<file path="config.mk">
export PLATFORM = sky130hd
export DESIGN_NAME = mem_responder
export DESIGN_NICKNAME = d
export VERILOG_FILES = /design/src/rtl/mem_responder.sv
export SDC_FILE = /design/constraint.sdc
export NUM_CORES = 2
export LEC_CHECK = 0
export ABC_AREA = 1
export CORE_UTILIZATION = 42
export DETAILED_ROUTE_END_ITERATION = 8
export PLACE_DENSITY = 0.58
export SLEW_MARGIN = 20
export SYNTH_ARGS = -nofsm -noshare
export SYNTH_HDL_FRONTEND = slang
export SYNTH_SLANG_ARGS = --single-unit
export TNS_END_PERCENT = 30
</file>
<file path="constraint.sdc">
create_clock -name clk -period 10.8 [get_ports clk]
set_input_delay 1.62 -clock clk [delete_from_list [all_inputs] [get_ports clk]]
set_output_delay 1.62 -clock clk [all_outputs]
set_load 0.005 [all_outputs]
</file>
<file path="src/rtl/mem_responder.sv">
// Byte-serial data-memory responder: serves RV32I loads/stores one byte per cycle
// over a req/busy handshake. Optional macro MEM_RESP_MISALIGN_TRAP_EN rejects misaligned halfword/word accesses.
module mem_responder #(
  parameter int ADDR_WIDTH = 8
) (
  input  logic        clk,
  input  logic        rst,
  input  logic        req,
  input  logic        we,
  input  logic [2:0]  funct3,
  input  logic [31:0] addr,
  input  logic [31:0] wdata,
  output logic        busy,
  output logic [31:0] rdata,
  output logic        err
);

  localparam int DEPTH = 2 ** ADDR_WIDTH;

  typedef enum logic [1:0] {IDLE, ACTIVE, DONE} state_t;

  state_t                  state_reg, state_next;
  logic                    we_reg;
  logic [2:0]              f3_reg;
  logic [ADDR_WIDTH-1:0]   addr_reg;
  logic [31:0]             wdata_reg;
  logic [1:0]              last_reg;
  logic [1:0]              k_reg;
  logic                    rej_reg;
  logic [31:0]             rdata_reg;
  logic                    err_reg;

  logic                    legal;
  logic [1:0]              last_dec;
  logic [ADDR_WIDTH-1:0]   byte_addr;
  logic [7:0]              rd_byte;
  logic [7:0]              wr_byte;
  logic                    wr_en;
  logic [31:0]             asm_word;
  logic [31:0]             ext_word;
  logic                    unused_addr;

  logic [7:0] mem [DEPTH];

  assign unused_addr = &{1'b0, addr[31:ADDR_WIDTH]};

  // Width decode: last_dec is N-1, the final byte index of the access.
  always_comb begin
    legal    = 1'b0;
    last_dec = 2'd0;
    case (funct3)
      3'b000: begin legal = 1'b1; last_dec = 2'd0; end
      3'b001: begin legal = 1'b1; last_dec = 2'd1; end
      3'b010: begin legal = 1'b1; last_dec = 2'd3; end
      3'b100: begin legal = !we;  last_dec = 2'd0; end
      3'b101: begin legal = !we;  last_dec = 2'd1; end
      default: begin legal = 1'b0; last_dec = 2'd0; end
    endcase
`ifdef MEM_RESP_MISALIGN_TRAP_EN
    if ((funct3[1:0] == 2'b01 && addr[0]) || (funct3[1:0] == 2'b10 && addr[1:0] != 2'b00))
      legal = 1'b0;
`endif
  end

  always_comb begin
    state_next = state_reg;
    busy       = 1'b0;
    case (state_reg)
      IDLE: begin
        busy = req;
        if (req) state_next = legal ? ACTIVE : DONE;
      end
      ACTIVE: begin
        busy = 1'b1;
        if (k_reg == last_reg) state_next = DONE;
      end
      DONE: begin
        busy       = 1'b0;
        state_next = IDLE;
      end
      default: state_next = IDLE;
    endcase
  end

  // Address wraps silently inside the RAM.
  assign byte_addr = addr_reg + ADDR_WIDTH'(k_reg);
  assign rd_byte   = mem[byte_addr];
  assign wr_byte   = wdata_reg[{k_reg, 3'b000} +: 8];
  assign wr_en     = (state_reg == ACTIVE) && we_reg && !rst;

  always_ff @(posedge clk) begin
    if (wr_en) mem[byte_addr] <= wr_byte;
  end

  for (genvar gi = 0; gi < 4; gi++) begin : g_lane
    logic [7:0] lane;
    always_ff @(posedge clk or posedge rst) begin
      if (rst)
        lane <= 8'h00;
      else if (state_reg == IDLE && req)
        lane <= 8'h00;
      else if (state_reg == ACTIVE && !we_reg && k_reg == 2'(gi))
        lane <= rd_byte;
    end
    assign asm_word[gi*8 +: 8] = lane;
  end

  always_comb begin
    ext_word = asm_word;
    case (f3_reg)
      3'b000:  ext_word = {{24{asm_word[7]}}, asm_word[7:0]};
      3'b001:  ext_word = {{16{asm_word[15]}}, asm_word[15:0]};
      3'b100:  ext_word = {24'h0, asm_word[7:0]};
      3'b101:  ext_word = {16'h0, asm_word[15:0]};
      default: ext_word = asm_word;
    endcase
  end

  always_ff @(posedge clk or posedge rst) begin
    if (rst) begin
      state_reg <= IDLE;
      we_reg    <= 1'b0;
      f3_reg    <= 3'b000;
      addr_reg  <= '0;
      wdata_reg <= 32'h0;
      last_reg  <= 2'd0;
      k_reg     <= 2'd0;
      rej_reg   <= 1'b0;
      rdata_reg <= 32'h0;
      err_reg   <= 1'b0;
    end else begin
      state_reg <= state_next;
      case (state_reg)
        IDLE: begin
          if (req) begin
            we_reg    <= we;
            f3_reg    <= funct3;
            addr_reg  <= addr[ADDR_WIDTH-1:0];
            wdata_reg <= wdata;
            last_reg  <= last_dec;
            k_reg     <= 2'd0;
            rej_reg   <= !legal;
          end
        end
        ACTIVE: k_reg <= k_reg + 2'd1;
        DONE: begin
          if (rej_reg) begin
            rdata_reg <= 32'h0;
            err_reg   <= 1'b1;
          end else begin
            if (!we_reg) rdata_reg <= ext_word;
            err_reg <= 1'b0;
          end
        end
        default: ;
      endcase
    end
  end

  assign rdata = rdata_reg;
  assign err   = err_reg;

endmodule
</file>
==> flow_summary.toml <==
[placed_design]
gp_congestion = 0.818
numPortBuffers = 80
hpwl_um = 133000
placed_area_um2 = 94800

[floorplan]
std_cell_rows = 170
top_level_ports = 105
die_x_um = 468
die_h_um = 468
initial_core_util = 0.424
die_area_um2 = 219000
core_area_um2 = 215000

[synth]
yosysSeqAreaShare = 0.706
yosys_warnings = 0
syn_area_um2 = 91200
synthesis.nets = 9034
synth.distinct_cells = 27
syn_avg_cell_area_um2 = 10.2
ys_ff_latch = 2164
synth_cells = 8956

[job]
max_cap_violations = 0

[routing]
viasPerCell = 5.05
antenna_left = 0
drt-initial-drc-count = 5767
drc = 0
routedWlPerCell_um = 20.5
dr.pass1.iters = 8
routed_wl_um = 245000
vias = 60368

[sta]
holdWs_ns = 0.474
rsz0062_at_grt = "false"
clock_skew_ns = 0.0239
timing.fmax_mhz = 151
final.period_utilization = 0.613
setup_viol_count_final = 0
relSlewSlack = 0.280
tightest_slew_ns = 1.08
drv_slew = 0
finalHoldViolations = 0
layout_min_cycle_time_ns = 6.62
finalSetupTns_ns = 0

[setup_path]
crit_start = "k_reg[1]"
cp-start-kind = "register"
cp-end-kind = "register"
rr_startpoint = "k_reg[1]"
reg2regPathDepth = 16
arrival_ns = 7.40
cp.required_ns = 11.59
crit_fanout = 175
crit_type = "register to register"

[final_layout]
regMostFlops = "mem"
area_growth_pct = 11.4
drive_gt1_frac = 0.0472
design_area_um2 = 102000
largest_reg_flops = 2048
nNetsFinal = 9002

[global_routing]
antenna_found_initial = 4
globalRouteTotalUtil = 0.223
grt-ovfl-total = 0
grt_pass1_wl_um = 366000
grt_pass1_vias = 58392
grt_max_degree = 176

[clock_network]
post_cts_buffers = 0
htreeDepth = 4
cts_buffers = 222
hold_buffers = 0
cts_sinks = 2164
clkTransAtPathRegs_ns = 0.06
root_buffer = "clkbuf_16"
clockBufferDepth = 3
ctsResizeCount = 0
tritoncts = "built"
clkLatencyLatePin_ns = 0.86

[hold_path]
min_path_type = "register to register"
min_from = "wdata_reg[12]"
holdPathStages = 2

[run_status]
status = "completed"
-- Yosys cell counts --
master	number	area share
buf_2	219	0.012
inv_1	717	0.030
o21ai_1	9	0.00049
a21oi_1	9	0.00049
dfrtp_1	116	0.032
xor2_1	4	0.00038
ha_1	6	0.00082
xnor2_2	1	0.00018
nand2_1	2684	0.11
buf_1	13	0.00054
fa_1	1	0.00022
xnor2_1	1	0.000096
edfxtp_1	2048	0.67
nor2_2	3	0.00021
nor3_1	4	0.00022
o211ai_1	1	0.000082
clkbuf_1	192	0.0079
nand4_1	1	0.000069
clkinv_1	5	0.00021
o21bai_1	9	0.00074
inv_2	6	0.00025
o22a_1	1	0.000096
xor2_2	1	0.00018
o21ai_0	163	0.0089
nor2_1	2290	0.094
nand3_1	419	0.023
o22ai_1	33	0.0023
-- through the flow --
| stage | instances | utilization | setup WS [ns] |
|---|---|---|---|
| final | 11949 | 0.472 | 4.18 |
| after floorplan | 8956 | - | 1.30 |
| after global routing | 11946 | 0.472 | 3.89 |
| after CTS | 11946 | 0.472 | 4.23 |
| after detailed placement | 11538 | 0.440 | 4.26 |
| after global placement | 11538 | 0.440 | 4.30 |
-- area by class of cell --
cell class                 instances  area [µm²]
antenna                            3        7.51
tap                             2838        3550
sequential                      2164       64400
clock inverter                   113         766
fill                           19719      114000
timing repair buffer             168        1610
inverter                         728        2750
multi-input combinational       5640       22500
clock buffer                     295        6060
-- routing by layer --
layer | share of wire | GRT usage
met4 | 0.029 | 0.0681
met2 | 0.47 | 0.367
met3 | 0.065 | 0.0314
met5 | 0.00021 | 0
met1 | 0.43 | 0.306
-- path summary, 6_finish.rpt --
path	to	slack, ns
worst max-delay path	g_lane[2].lane[4]	4.18
worst min-delay path	wdata_reg[12]	0.47
worst max register to register	g_lane[2].lane[4]	4.18
max in group asynchronous	rdata[15]	8.27
worst min register to register	wdata_reg[12]	0.47
min in group asynchronous	wdata_reg[30]	1.18
-- worst max-delay path, cell delays in order, from the launching register on --
cell,delay [ns]
dfrtp_1,0.61
fa_4,1.51
inv_8,0.44
nand2_4,0.88
buf_12,0.71
nor2_1,0.09
nor2_1,0.13
nand3_1,0.08
nand3_1,0.18
nand2_1,0.10
nand2_1,0.13
nand2_1,0.07
nor2_1,0.09
nor2_1,0.15
nor2_1,0.68
nand3_1,0.22
nand2_1,0.11
-- layout by cell type, fill, tap and decap left out, types with 9 or more instances in the layout --
cell type / netlist / final
buf_4: 0 / 76
inv_1: 717 / 716
o21ai_0: 163 / 163
clkinv_1: 5 / 61
edfxtp_1: 2048 / 2048
o22ai_1: 33 / 25
clkdlybuf4s50_1: 0 / 80
nand3_1: 419 / 419
o21bai_1: 9 / 9
nor2_1: 2290 / 2289
nand2_1: 2684 / 2662
nand2_2: 0 / 17
dfrtp_1: 116 / 116
clkbuf_1: 192 / 57
buf_12: 0 / 12
clkbuf_8: 0 / 10
clkinv_2: 0 / 35
clkbuf_16: 0 / 228
-- logic make-up after synthesis --
kind of cell | synth area share
xor gates and xnor gates | 0.000837
adders and majority gates | 0.00104
AOI/OAI and AO/OA | 0.0131
and+or+nand+nor | 0.228
DFF | 0.706
buffers and inverters | 0.0504
Power is left out: the tool's default activity adds up to more than one toggle a clock period on the data nets, which glitch-free logic cannot reach.
